File: src/rtl/frame_scheduler.sv
// -----------------------------------------------------------------------------
// frame_scheduler
//
// Sequences the MFCC framing stage. Pre-emphasised samples are written into a
// circular sample RAM. Once a full frame is stored, the frame is replayed to
// the windowing/FFT path with a per-sample window index and SOF/EOF markers.
// The frame base then advances by the hop (frame_size - frame_overlap).
//
// Optional feature (compile-time macro FRAME_SCHED_STATS_EN):
//   adds the frame_count and drop_count saturating statistics outputs.
//
// Ports:
//   clk            system clock
//   rst_n          asynchronous active-low reset
//   enable         run control; a rising edge in IDLE latches the config
//   frame_size     samples per frame (1..255)
//   frame_overlap  samples shared between consecutive frames (< frame_size)
//   sample_in      pre-emphasised sample
//   sample_valid   sample strobe (upstream cannot be stalled)
//   out_data       frame sample
//   out_idx        position of the sample within its frame (window ROM index)
//   out_sof        first sample of a frame
//   out_eof        last sample of a frame
//   out_valid      output qualifier
//   out_ready      downstream accept
//   busy           scheduler is not idle
//   cfg_error      sticky; the last latched config was illegal
//   overrun        sticky; a sample was dropped because the ring was full
//   frame_count    (stats only) frames fully accepted downstream, saturating
//   drop_count     (stats only) samples dropped on overrun, saturating
// -----------------------------------------------------------------------------
module frame_scheduler #(
    parameter int DATA_W = 16,
    parameter int ADDR_W = 8
) (
    input  logic              clk,
    input  logic              rst_n,
    input  logic              enable,
    input  logic [7:0]        frame_size,
    input  logic [7:0]        frame_overlap,
    input  logic [DATA_W-1:0] sample_in,
    input  logic              sample_valid,
    output logic [DATA_W-1:0] out_data,
    output logic [7:0]        out_idx,
    output logic              out_sof,
    output logic              out_eof,
    output logic              out_valid,
    input  logic              out_ready,
    output logic              busy,
    output logic              cfg_error,
    output logic              overrun
`ifdef FRAME_SCHED_STATS_EN
    ,
    output logic [15:0]       frame_count,
    output logic [15:0]       drop_count
`endif
);

    // Pointers carry one extra bit so that a completely full ring
    // (occupancy == depth) can be told apart from an empty one.
    localparam int                PTR_W      = ADDR_W + 1;
    localparam logic [PTR_W-1:0]  RING_DEPTH = {1'b1, {ADDR_W{1'b0}}};

    typedef enum logic [1:0] {
        S_IDLE,
        S_FILL,
        S_EMIT,
        S_DRAIN
    } state_t;

    state_t            state;
    logic [DATA_W-1:0] ring [0:(1<<ADDR_W)-1];
    logic [PTR_W-1:0]  wr_ptr;
    logic [PTR_W-1:0]  frame_base;
    logic [7:0]        fs_q;
    logic [7:0]        ov_q;
    logic [7:0]        rd_idx;
    logic              enable_q;

    logic [PTR_W-1:0]  occupancy;
    logic [PTR_W-1:0]  rd_ptr;
    logic [PTR_W-1:0]  hop;
    logic              ring_full;
    logic              do_write;
    logic              do_drop;
    logic              do_read;
    logic              out_accept;
    logic              eof_accept;
    logic              cfg_ok;
    logic              cfg_edge;
    logic              frame_ready;

    // NOTE: every signal assigned in an always_comb block gets a value on
    // every path (here unconditionally); a missing default infers a latch.
    always_comb begin
        occupancy   = wr_ptr - frame_base;
        ring_full   = (occupancy == RING_DEPTH);
        do_write    = sample_valid && (state != S_IDLE) && !ring_full;
        do_drop     = sample_valid && (state != S_IDLE) && ring_full;
        out_accept  = out_valid && out_ready;
        eof_accept  = out_accept && out_eof;
        // A new read may be issued only if the output register is free
        // now or is emptied by an accept in this same cycle.
        do_read     = (state == S_EMIT) && (!out_valid || out_accept);
        rd_ptr      = frame_base + PTR_W'(rd_idx);
        hop         = PTR_W'(fs_q - ov_q);
        cfg_ok      = (frame_size != 8'd0) && (frame_overlap < frame_size);
        cfg_edge    = (state == S_IDLE) && enable && !enable_q;
        // Occupancy counts the whole current frame, so the samples being
        // replayed can never be overwritten by concurrent writes.
        frame_ready = (occupancy >= PTR_W'(fs_q));
    end

    assign busy = (state != S_IDLE);

    // NOTE: the sample ring is storage, not control state; it has no reset so
    // it maps onto RAM, and nothing reads a location before it is written.
    always_ff @(posedge clk) begin
        if (do_write) begin
            ring[wr_ptr[ADDR_W-1:0]] <= sample_in;
        end
    end

    // NOTE: all sequential state uses non-blocking assignments, so every read
    // in this block sees the pre-edge value. Later assignments in the block
    // deliberately override earlier ones (pointer clears beat increments).
    always_ff @(posedge clk or negedge rst_n) begin
        if (!rst_n) begin
            state      <= S_IDLE;
            wr_ptr     <= '0;
            frame_base <= '0;
            fs_q       <= '0;
            ov_q       <= '0;
            rd_idx     <= '0;
            enable_q   <= 1'b0;
            out_data   <= '0;
            out_idx    <= '0;
            out_sof    <= 1'b0;
            out_eof    <= 1'b0;
            out_valid  <= 1'b0;
            cfg_error  <= 1'b0;
            overrun    <= 1'b0;
        end else begin
            enable_q <= enable;

            // Write side.
            if (do_write) begin
                wr_ptr <= wr_ptr + 1'b1;
            end
            if (do_drop) begin
                overrun <= 1'b1;
            end

            // Output register: the ring read lands here directly, so data,
            // index and markers always load together with out_valid.
            if (do_read) begin
                out_valid <= 1'b1;
                out_data  <= ring[rd_ptr[ADDR_W-1:0]];
                out_idx   <= rd_idx;
                out_sof   <= (rd_idx == 8'd0);
                out_eof   <= (rd_idx == fs_q - 8'd1);
            end else if (out_accept) begin
                out_valid <= 1'b0;
            end

            unique case (state)
                S_IDLE: begin
                    if (cfg_edge) begin
                        fs_q <= frame_size;
                        ov_q <= frame_overlap;
                        if (cfg_ok) begin
                            cfg_error <= 1'b0;
                            state     <= S_FILL;
                        end else begin
                            cfg_error <= 1'b1;
                        end
                    end
                end

                S_FILL: begin
                    if (!enable) begin
                        state      <= S_IDLE;
                        wr_ptr     <= '0;
                        frame_base <= '0;
                    end else if (frame_ready) begin
                        rd_idx <= 8'd0;
                        state  <= S_EMIT;
                    end
                end

                S_EMIT: begin
                    if (do_read) begin
                        rd_idx <= rd_idx + 8'd1;
                        if (rd_idx == fs_q - 8'd1) begin
                            state <= S_DRAIN;
                        end
                    end
                end

                S_DRAIN: begin
                    // The frame only retires once its last sample has been
                    // taken; enable dropping mid-frame never truncates.
                    if (eof_accept) begin
                        if (enable) begin
                            frame_base <= frame_base + hop;
                            state      <= S_FILL;
                        end else begin
                            wr_ptr     <= '0;
                            frame_base <= '0;
                            state      <= S_IDLE;
                        end
                    end
                end

                default: state <= S_IDLE;
            endcase
        end
    end

`ifdef FRAME_SCHED_STATS_EN
    always_ff @(posedge clk or negedge rst_n) begin
        if (!rst_n) begin
            frame_count <= '0;
            drop_count  <= '0;
        end else if (cfg_edge && cfg_ok) begin
            frame_count <= '0;
            drop_count  <= '0;
        end else begin
            if (eof_accept && (frame_count != 16'hFFFF)) begin
                frame_count <= frame_count + 16'd1;
            end
            if (do_drop && (drop_count != 16'hFFFF)) begin
                drop_count <= drop_count + 16'd1;
            end
        end
    end
`endif

endmodule

File: config.mk
export PLATFORM = sky130hd
export DESIGN_NAME = frame_scheduler
export DESIGN_NICKNAME = d
export VERILOG_FILES = /design/src/rtl/frame_scheduler.sv
export SDC_FILE = /design/constraint.sdc
export NUM_CORES = 2
export LEC_CHECK = 0
export BUFFER_PORTS_ARGS = -buffer_cell sky130_fd_sc_hd__buf_2
export CORE_MARGIN = 1
export CORE_UTILIZATION = 45
export DETAILED_ROUTE_END_ITERATION = 12
export PLACE_DENSITY = 0.66
export SLEW_MARGIN = 20
export SYNTH_ARGS = -nofsm -noshare
export SYNTH_HDL_FRONTEND = slang
export SYNTH_SLANG_ARGS = --single-unit
File: constraint.sdc
create_clock -name clk -period 5.3 [get_ports clk]
set_clock_uncertainty 0.15 [all_clocks]
set_input_delay 0.265 -clock clk [delete_from_list [all_inputs] [get_ports clk]]
set_output_delay 0.265 -clock clk [all_outputs]
set_load 0.005 [all_outputs]
==> Implementation_results.wiki <==
{| class="wikitable"
! Metric !! Value
|-
| Number of input and output port buffers inserted || between 60 and 70
|-
| Crit path setup slack, layout || -213.9 ps
|-
| Ys async rst share || 1.775%
|-
| Area of the placeable core || 359500 µm²
|-
| Slew headroom || 16.23%
|-
| Number of routed nets with antenna violations || 0
|-
| Global placer's final weighted congestion || between 0.8 and 0.9
|-
| Fraction of final layout cells with drive strength greater than 1 || 27.03%
|-
| Insertion delay to the later sink of the worst-skew pair || 960 ps
|-
| Number of violations of the max-capacitance limit || 0
|-
| Chip Height || around 600 µm
|-
| Critical path class || flip-flop to flip-flop
|-
| Result of the run || finished, violations left
|-
| Warnings from Yosys || 0
|-
| TritonCTS clock tree || built
|-
| Post-DP Area || 172300 µm²
|-
| Wire length of the first global-routing pass || roughly 620 mm
|-
| Worst vdd rail ir drop || 0.4444 mV
|-
| Residual DRC || 0
|-
| Synth top area cells || sky130_fd_sc_hd__edfxtp_1 76%, sky130_fd_sc_hd__mux4_2 15%, sky130_fd_sc_hd__nand2_1 1.6%
|-
| Period utilization || 104.0%
|-
| Number of cells on the critical path || 12
|-
| Die extent in x || 603.2 µm
|-
| Cell area after technology mapping || around 160000 µm²
|-
| Area share of the largest cell type after synthesis || 75.61%
|-
| Register clock-pin slew on the reported worst setup and hold paths || 60 ps
|-
| Termination of the worst setup path || out_data[15]
|-
| Start point of the critical path || rd_idx[0]
|-
| Antenna violations before repair || 20
|-
| Total Wirelength || 437.6 mm
|-
| Largest net degree at the start of global routing || 150
|-
| Worst-case clock buffer depth || 4
|-
| Number of cell instances on the worst register-to-register path || 12
|-
| Total grt overflow || 0
|-
| Startpoint class of the critical path || flip-flop
|-
| Final Cell Area || 186200 µm²
|-
| Register area share after synthesis || 76.75%
|-
| Shortest clock period the worst path allows after layout || about 5500 ps
|-
| Detail Placement HPWL || 263.7 mm
|-
| WP data arrival || 6260 ps
|-
| H-tree depth reported by CTS || 5
|-
| Die area || between 300000 and 400000 µm²
|-
| Clock tree root driver cell || sky130_fd_sc_hd__clkbuf_16
|-
| Via count || 83.33k
|-
| Internal reg-to-reg setup slack || -210 ps
|-
| Setup repair after global routing missed its margin || no
|-
| Fill count || around 28k
|-
| Pin slew with the least headroom to its limit || between 1000 and 1500 ps
|-
| Final #Nets || 8479
|-
| Buffers plus inverters on the worst setup path || 3
|-
| Standby leakage power || 59.12 nW
|-
| Number of global-route vias before repair || 82.96k
|-
| Required time at the endpoint of the critical path || slightly above 6000 ps
|-
| Largest stage delay on the critical path || roughly 900 ps
|-
| Worst setup EP type || flip-flop
|-
| Max Transition Viols Final || 0
|-
| Failing checks || setup timing
|-
| Maximum fanout encountered on the critical timing path || 35
|-
| Library cell occupying the most area in the post-synthesis netlist || sky130_fd_sc_hd__edfxtp_1
|-
| Ports placed on the boundary || 67
|-
| Number of instances in the synthesized netlist || 7737
|-
| Post-detailed-route via-to-cell ratio || just over 6
|-
| Post-Syn Nets || 7830
|-
| # rows || 220
|-
| Slowest cell on the critical path || sky130_fd_sc_hd__fa_4
|-
| Total power divided by cell area || 556.8 nW/µm²
|-
| Synth-to-layout area growth || 14.46%
|-
| Top cell family by delay on the critical path || compound AO/OA/AOI/OAI gates
|-
| Final hold viol count || 0
|-
| Routed wirelength normalized by instance count || 32.42 µm
|-
| Post-synthesis area per instance || 21.02 µm²
|-
| Total of flip-flops plus latches after synthesis || 4170
|-
| Overall Global Routing Usage || 23.86%
|-
| Crit-path cells || ha_4, fa_4, buf_12, buf_12, buf_4, mux4_2, nand2_1, and3_1, a311oi_1, a311oi_1, nor4_2, a32o_1
|-
| First drt pass iteration count || 6
|-
| Total power consumption of the routed design || 0.1037 W
|-
| Number of buffers created by CTS || ~410
|-
| Final setup viols || 1
|-
| Destination of the worst register-to-register timing path || out_data[15]
|-
| Drt initial violations || 12.71k
|-
| Postcts setup bufs || 0
|-
| Crit Reg-Reg Startpoint || rd_idx[0]
|-
| Final design utilization || 51.79%
|-
| HP Class || input pin to flip-flop
|-
| Number of sinks on the clock net || 4170
|-
| Number of distinct library cell variants in the gate-level netlist after synthesis || 73
|-
| Number of flops mapped to enable cells by yosys || 4096
|-
| Starting utilization of the core area || 45.25%
|-
| Maximum clock frequency || 181.4 MHz
|-
| Most common flop cell mapped by yosys || sky130_fd_sc_hd__edfxtp_1
|}
[final cells by class]
cell class,instances,area (µm²),area share (%)
timing repair buffer,689,6311,3.390
clock buffer,518,10800,5.800
tap,4773,5972,3.208
clock inverter,232,2505,1.345
sequential,4170,124900,67.06
multi-input combinational,3061,35540,19.09
inverter,53,198.9,0.1069
antenna,3,7.507,0.004032
[stage by stage]
stage	TNS [ps]	hold WS [ps]	setup slack [ps]	instances
global route	0	37.20	4.934	13500
floorplan	0	-180.6	1297	7737
finish	-213.9	64.72	-213.9	13500
global placement	-3658	157.6	-607.4	12680
detailed placement	0	173.6	24.97	12690
CTS	0	3.649	3.738	13500
[layout by cell type, fill, tap and decap left out, types with 76 or more instances in the layout]
cell type | synthesis | routed
sky130_fd_sc_hd__nand3_1 | 213 | 212
sky130_fd_sc_hd__edfxtp_1 | 4096 | 4096
sky130_fd_sc_hd__buf_4 | 83 | 493
sky130_fd_sc_hd__mux2i_1 | 123 | 123
sky130_fd_sc_hd__clkbuf_16 | 0 | 412
sky130_fd_sc_hd__mux4_2 | 1066 | 1066
sky130_fd_sc_hd__clkbuf_1 | 156 | 97
sky130_fd_sc_hd__nand2_1 | 689 | 689
sky130_fd_sc_hd__buf_12 | 0 | 76
sky130_fd_sc_hd__nor2_1 | 299 | 289
[cell families after synthesis]
kind of cell,count (synthesis),synth area share [%]
flip-flops,4170,76.75
AND/OR/NAND/NOR,1394,3.758
multiplexers,1197,15.57
buffers and inverters,506,1.534
AO/OA/AOI/OAI,380,1.725
adder cells (fa/ha/maj),56,0.4769
XOR/XNOR,34,0.1831
[synthesized netlist by cell type, types with 62 or more instances]
| cell type | count |
|---|---|
| sky130_fd_sc_hd__nand2_1 | 689 |
| sky130_fd_sc_hd__clkbuf_1 | 156 |
| sky130_fd_sc_hd__mux2i_1 | 123 |
| sky130_fd_sc_hd__nand3_1 | 213 |
| sky130_fd_sc_hd__a32oi_1 | 71 |
| sky130_fd_sc_hd__buf_4 | 83 |
| sky130_fd_sc_hd__nor2_1 | 299 |
| sky130_fd_sc_hd__dfrtp_1 | 74 |
| sky130_fd_sc_hd__mux4_2 | 1066 |
| sky130_fd_sc_hd__edfxtp_1 | 4096 |
| sky130_fd_sc_hd__a31oi_1 | 62 |
| sky130_fd_sc_hd__buf_2 | 161 |
[report_power, final]
part	internal, W	switching, W
registers	0.0366	0.000423
logic	0.0154	0.0222
clock network	0.0166	0.0124
total	0.0686	0.0350
[tightest hold or removal path, stage by stage]
cell                            delay, ps
sky130_fd_sc_hd__dlygate4sd3_1        520
sky130_fd_sc_hd__buf_2                150
sky130_fd_sc_hd__nand2_1               90
sky130_fd_sc_hd__o21ai_0               90
[how the worst min path moves through the flow]
stage / cells after the start / to / slack [ps] / start
CTS: 4 / fs_q[2] / 4 / frame_size[2]
detailed placement: 1 / cfg_error / 170 / rst_n
floorplan: 0 / asynchronous set/reset pin / -180 / rst_n
global route: 4 / fs_q[2] / 40 / frame_size[2]
global placement: 1 / out_idx[5] / 160 / rst_n
finish: 4 / fs_q[1] / 60 / frame_size[1]
[metal layers]
layer	global-route usage [%]	share of wire, %	vias to the layer above	wire, µm
met2	37.71	47	4960	207400
met5	0	0.010	-	44
met1	33.36	38	44210	168100
li1	-	-	33330	-
met3	4.435	9.9	825	43290
met4	8.750	4.3	8	18800
[state kept, by name, summed over array words and instances (netlist names), named ones only]
name and flops:
cfg_error 1, enable_q 1, frame_base 9, fs_q 8, out_data 16, out_eof 1
out_idx 8, out_sof 1, out_valid 1, ov_q 8, overrun 1, rd_idx 8
ring 4096, state 1, wr_ptr 9
[what timing repair did]
| action | CTS | global route |
|---|---|---|
| hold buffers | 53 | 0 |
| resized for setup | 0 | 0 |
| hold endpoints to repair | 2077 | 0 |
Power figures use the tool's default switching activity.
